## config.mk

```make
export PLATFORM = sky130hd
export DESIGN_NAME = datapath_core
export DESIGN_NICKNAME = d
export VERILOG_FILES = /design/src/rtl/datapath_core.sv
export SDC_FILE = /design/constraint.sdc
export NUM_CORES = 1
export LEC_CHECK = 0
export CAP_MARGIN = 0
export CORE_ASPECT_RATIO = 0.9
export CORE_MARGIN = 10
export CORE_UTILIZATION = 45
export CTS_BUF_LIST = sky130_fd_sc_hd__clkbuf_8
export DETAILED_ROUTE_END_ITERATION = 10
export PLACE_DENSITY = 0.62
export SETUP_SLACK_MARGIN = 0.05
export SLEW_MARGIN = 20
export SYNTH_ARGS = -nofsm -noshare
export SYNTH_HDL_FRONTEND = slang
export SYNTH_SLANG_ARGS = --single-unit
```

## constraint.sdc

```tcl
create_clock -name clk -period 7.1 [get_ports clk]
set_clock_uncertainty 0.15 [all_clocks]
set_input_delay 0.71 -clock clk [delete_from_list [all_inputs] [get_ports clk]]
set_output_delay 0.71 -clock clk [all_outputs]
set_load 0.02 [all_outputs]
```

## src/rtl/datapath_core.sv

```systemverilog
// datapath_core
//   Register/bus datapath for the single-core control FSM. The FSM's load
//   strobes (write_en, one bit per target), bus source code (read_en),
//   increment strobes (inc_en) and ALU function (alu_op) are decoded here.
//   Holds PC, IR, TR, AR, DR, the general registers RA..RT and R, the AC with
//   its ALU, and the registered zero flag z.
//
// Ports
//   clk, rst        rising-edge clock; synchronous active-high reset
//   write_en[16:0]  load strobes: 0 AR, 1 PC, 2 IR<-iram_rdata, 3 TR, 4 DR,
//                   5..12 RA,RB,RO,RN,RP,RC,RR,RT, 13 R, 14 AC<-bus,
//                   15 AC<-ALU, 16 DRAM write
//   read_en[3:0]    bus source code (zero-extended onto the bus)
//   inc_en[1:0]     [0] PC+1, [1] AC+1 (applied on top of any AC load)
//   alu_op[2:0]     ALU function, used with write_en[15]
//   iram_rdata      IRAM read data (IR source)
//   dram_rdata      DRAM read data (bus source 13)
//   instruction     IR
//   z               zero flag of AC, updated whenever AC is written
//   iram_addr       PC
//   dram_addr       AR
//   dram_wdata      bus[7:0], combinational
//   dram_we         write_en[16], combinational
//   ac_out          AC
module datapath_core #(
    parameter int DATA_W  = 16,
    parameter int IRAM_AW = 8,
    parameter int DRAM_AW = 16
) (
    input  logic               clk,
    input  logic               rst,
    input  logic [16:0]        write_en,
    input  logic [3:0]         read_en,
    input  logic [1:0]         inc_en,
    input  logic [2:0]         alu_op,
    input  logic [7:0]         iram_rdata,
    input  logic [7:0]         dram_rdata,
    output logic [7:0]         instruction,
    output logic               z,
    output logic [IRAM_AW-1:0] iram_addr,
    output logic [DRAM_AW-1:0] dram_addr,
    output logic [7:0]         dram_wdata,
    output logic               dram_we,
    output logic [DATA_W-1:0]  ac_out
);

    // General registers: index 0..7 = RA,RB,RO,RN,RP,RC,RR,RT (write_en[5+i],
    // read_en 4+i); index 8 = R (write_en[13]), the ALU operand, not a bus source.
    localparam int NGPR = 9;

    logic [IRAM_AW-1:0] pc_q, pc_d;
    logic [7:0]         ir_q, ir_d;
    logic [7:0]         tr_q, tr_d;
    logic [7:0]         dr_q, dr_d;
    logic [DRAM_AW-1:0] ar_q, ar_d;
    logic [DATA_W-1:0]  gpr_q [NGPR];
    logic [DATA_W-1:0]  gpr_d [NGPR];
    logic [DATA_W-1:0]  ac_q, ac_d;
    logic               z_q, z_d;

    logic [DATA_W-1:0]  bus;
    logic [DATA_W-1:0]  alu_res;
    logic [DATA_W-1:0]  ac_sel;
    logic               ac_wr;

    function automatic logic [DATA_W-1:0] alu_fn(input logic [2:0]        op,
                                                  input logic [DATA_W-1:0] a,
                                                  input logic [DATA_W-1:0] r);
        logic [DATA_W-1:0] res;
        case (op)
            3'd1:    res = a + r;
            3'd2:    res = a - r;
            3'd3:    res = a * r;   // low DATA_W bits of the product
            3'd4:    res = a - 1'b1;
            3'd5:    res = '0;
            default: res = a;       // 0, 6, 7 pass AC
        endcase
        return res;
    endfunction

    // Bus source mux; every source is zero-extended to DATA_W.
    always_comb begin
        bus = '0;
        case (read_en)
            4'd1:    bus[7:0]  = ir_q;
            4'd2:    bus[7:0]  = tr_q;
            4'd3:    bus[7:0]  = dr_q;
            4'd4:    bus       = gpr_q[0];
            4'd5:    bus       = gpr_q[1];
            4'd6:    bus       = gpr_q[2];
            4'd7:    bus       = gpr_q[3];
            4'd8:    bus       = gpr_q[4];
            4'd9:    bus       = gpr_q[5];
            4'd10:   bus       = gpr_q[6];
            4'd11:   bus       = gpr_q[7];
            4'd12:   bus       = ac_q;
            4'd13:   bus[7:0]  = dram_rdata;
            4'd14:   bus[15:0] = {tr_q, ir_q};
            4'd15:   bus[7:0]  = ac_q[15:8];
            default: bus       = '0;
        endcase
    end

    assign alu_res = alu_fn(alu_op, ac_q, gpr_q[8]);

    always_comb begin
        pc_d = pc_q;
        ir_d = ir_q;
        tr_d = tr_q;
        dr_d = dr_q;
        ar_d = ar_q;
        for (int i = 0; i < NGPR; i++) begin
            gpr_d[i] = gpr_q[i];
        end

        if (write_en[0]) ar_d = bus[DRAM_AW-1:0];
        // A PC load takes priority over the increment.
        if (write_en[1])      pc_d = bus[IRAM_AW-1:0];
        else if (inc_en[0])   pc_d = pc_q + 1'b1;
        if (write_en[2]) ir_d = iram_rdata;
        if (write_en[3]) tr_d = bus[7:0];
        if (write_en[4]) dr_d = bus[7:0];
        for (int i = 0; i < 8; i++) begin
            if (write_en[5+i]) gpr_d[i] = bus;
        end
        if (write_en[13]) gpr_d[8] = bus;

        // AC: ALU result beats bus, and the +1 is applied to whichever was chosen.
        ac_sel = ac_q;
        if (write_en[15])      ac_sel = alu_res;
        else if (write_en[14]) ac_sel = bus;
        ac_wr = write_en[15] | write_en[14] | inc_en[1];
        ac_d  = inc_en[1] ? ac_sel + 1'b1 : ac_sel;
        z_d   = ac_wr ? (ac_d == '0) : z_q;
    end

    always_ff @(posedge clk) begin
        if (rst) begin
            pc_q <= '0;
            ir_q <= '0;
            tr_q <= '0;
            dr_q <= '0;
            ar_q <= '0;
            for (int i = 0; i < NGPR; i++) begin
                gpr_q[i] <= '0;
            end
            ac_q <= '0;
            z_q  <= 1'b1;
        end else begin
            pc_q <= pc_d;
            ir_q <= ir_d;
            tr_q <= tr_d;
            dr_q <= dr_d;
            ar_q <= ar_d;
            for (int i = 0; i < NGPR; i++) begin
                gpr_q[i] <= gpr_d[i];
            end
            ac_q <= ac_d;
            z_q  <= z_d;
        end
    end

    assign instruction = ir_q;
    assign z           = z_q;
    assign iram_addr   = pc_q;
    assign dram_addr   = ar_q;
    assign dram_wdata  = bus[7:0];
    assign dram_we     = write_en[16];
    assign ac_out      = ac_q;

endmodule

```

==> summary.md <==
| Metric | Value |
|---|---|
| Htree depth | `2` |
| Deepest clock path buffer count | `3` |
| Startpoint types | `register` |
| Placed instance area | `16,800 sq um` |
| CTS tree | `yes` |
| Finished Core Util | `51.6%` |
| DRC viols | `0` |
| Final ANT Viol Nets | `0` |
| Layout Nets | `2,086` |
| Synth cell types | `92` |
| Synth Cell Area | `15,500 sq um` |
| Largest area contributor in the netlist | `dfxtp_1` |
| Syn Nets | `2,052` |
| Lkg Pwr | `7.12 nW` |
| Final Max Tran Viols | `0` |
| Site row count | `64` |
| GRT overflow | `0` |
| Pin count of the biggest net entering global routing | `117` |
| Post-DP HPWL | `40,000 microns` |
| RSZ-0062 raised after global routing | `false` |
| FILL cells | `3,282` |
| Minimum clock period | `6.73 ns` |
| Root Buffer | `clkbuf_8` |
| Die Area | `42,400 sq um` |
| CORE AREA | `34,000 sq um` |
| CTS sink cnt | `209` |
| Final wirelength | `55,900 microns` |
| Starting DRT DRC Count | `1,728` |
| # port buffers | `99` |
| GPL Wtd Cong | `0.968` |
| Total number of yosys warnings | `0` |
| Vias per cell | `5.99` |
| Skew-Pair Late Insertion Delay | `0.56 ns` |
| Worst min path class | `reg -> reg` |
| Die Y | `196 microns` |
| Final Hold Slack | `0.330 ns` |
| Num ports | `102` |
| Routed len/inst | `23.5 microns` |
| Top cells by area, synth | `dfxtp_1, fa_1, a211oi_1` |
| Async S/R FF share, synth | `0%` |
| Die width | `216 microns` |
| Cts bufs inserted | `37` |
| Gate Count Post-Synth | `1,860` |
| CP endpoint kind | `register` |
| Switching share of power | `37.6%` |
| Placed insts | `2,317` |
| Synthesis-to-layout area growth | `13.0%` |
| Run status | `complete, no violations` |
| # resized after CTS | `0` |
| Ys flop type | `dfxtp_1` |
| Share of cells above drive strength 1 | `8.65%` |
| Logic pwr share | `34.6%` |
| Clock share of power | `30.2%` |
| Non-filler cells in the finished layout | `2,382` |
| Sequential power share | `35.1%` |
| Total GRT Usage | `25.5%` |
| Design Area, Final | `17,600 sq um` |
| Reg area | `4190 sq um` |
| Worst-Margin Slew | `1.08 ns` |
| Vias | `14,300` |
| Area occupied by multi-input gates | `10,100 sq um` |
| Post-Syn Area per Cell | `8.35 sq um` |
| Pwr Density | `222 nW/um^2` |
| EDFF count, synth | `0` |
| Rel. slew slack | `26.2%` |
| Initial antenna violation count | `1` |
| Initial Util | `45.6%` |
| Final Hold Viols | `0` |
| Yosys reg bits | `209` |
| Critical Path RT | `7.42 ns` |
| Clk slew on worst S/H paths | `0.07 ns` |
| Net switching power of the design | `0.00146 W` |
| Post-CTS setup buffer count | `0` |
| Part of the cycle the worst path needs | `94.8%` |
| Pint | `0.00243 W` |
| Global-route wire length before repair | `84,200 microns` |
| Max Fclk | `0.149 GHz` |
| Seq/Total Area, Yosys | `26.9%` |
| DRT Pass-1 Iters | `6` |
| Max-cap viol count | `0` |
| Peak VDD IR | `154 uV` |
| Commonest non-fill, non-tap cells in the layout | `nor2_1, dfxtp_1, a211oi_1, inv_1, nand2_1` |
| Most common cell after layout, fill and taps aside | `nor2_1` |
| Crit Path Max Fanout | `12` |
| Number of global-route vias before repair | `13,500` |
| Crit path DAT | `7.05 ns` |
| Crit path kind | `reg -> reg` |
| Top cell type's share of synthesized area | `26.9%` |
| Setup TNS | `0 ns` |
| Hold bufs inserted after CTS | `0` |
| Setup Viol. Count Final | `0` |
[cell usage after synthesis (all sizes together), types with 15 or more instances]
master,instances
fa,81
a211oi,201
dfxtp,209
xnor2,57
nand3,26
ha,67
nor3,19
inv,138
a21oi,53
xor2,15
mux2i,37
nor2b,20
clkbuf,123
buf,44
nand2,110
and3,15
and2,88
nor2,265
o21ai,30
[layout make-up]
class | instances | area share, %
repair buffers | 162 | 8.18
diodes | 1 | 0.0143
clock buffers | 48 | 3.76
flip-flops and latches | 209 | 23.8
inverters | 138 | 2.95
multi-input cells | 1346 | 57.4
well taps | 462 | 3.29
clock inverters | 16 | 0.542
[state kept, by name, indices dropped and copies added, names as in the netlist]
signal       count
gpr_q          144
ac_out          16
dram_addr       16
dr_q             8
instruction      8
iram_addr        8
tr_q             8
z                1
[per-layer routing]
layer  vias up  global-route usage, %  wire (microns)
li1       6568                      -               -
met1      6829                   36.0           25000
met2       756                   36.7           23100
met3       105                   7.77            6310
met4         2                   6.85            1480
met5         -                      0              17
[critical path, stage by stage, from the launching register on]
cell     delay (ns)
dfxtp_1        0.60
nand2_1        0.16
fa_1           0.54
fa_1           0.58
fa_1           0.44
fa_1           0.55
inv_1          0.05
fa_1           0.47
inv_1          0.05
fa_1           0.47
inv_1          0.04
ha_1           0.33
a21o_1         0.19
a21oi_1        0.19
nand4_1        0.16
nand2_1        0.12
xnor2_1        0.07
a221o_1        0.33
a22oi_1        0.41
o31a_1         0.22
a21oi_1        0.04
o31a_1         0.26
o31ai_2        0.23
[logic make-up (layout without fill, tap and decap cells)]
logic type	Yosys count	count (layout)	synth area share, %
AOI/OAI and AO/OA	444	444	21.3
DFF	209	209	26.9
buffers and inverters	305	364	8.35
other	0	1	0
and+or+nand+nor	629	629	19.8
muxes	52	52	3.57
adders and majority gates	148	148	15.8
xor gates and xnor gates	73	73	4.21
[per-stage QoR]
stage	power, W	setup WS (ns)
2_1_floorplan	0.00224	0.619
3_3_place_gp	0.00269	0.583
3_5_place_dp	0.00270	0.435
4_1_cts	0.00388	0.423
5_1_grt	0.00407	0.0687
6_report	0.00389	0.371
[path summary, 6_finish.rpt]
check	start	end	slack [ns]	depth (start not counted)
worst max register to register	gpr_q[0][129]$_SDFFE_PP0P_	z$_SDFFE_PP1P_	0.37	22
worst min-delay path	gpr_q[0][118]$_SDFFE_PP0P_	gpr_q[0][118]$_SDFFE_PP0P_	0.33	2
worst min register to register	gpr_q[0][118]$_SDFFE_PP0P_	gpr_q[0][118]$_SDFFE_PP0P_	0.33	2
worst max-delay path	gpr_q[0][129]$_SDFFE_PP0P_	z$_SDFFE_PP1P_	0.37	22
[power groups by stage]
stage / Clock [W] / Combinational [W] / Sequential [W]
final: 0.00118 / 0.00135 / 0.00137
after CTS: 0.00119 / 0.00132 / 0.00136
after global placement: 0 / 0.00131 / 0.00138
after global routing: 0.00123 / 0.00146 / 0.00138
after floorplan: 0 / 0.000873 / 0.00137
after detailed placement: 0 / 0.00131 / 0.00139
Power figures use the tool's default switching activity.
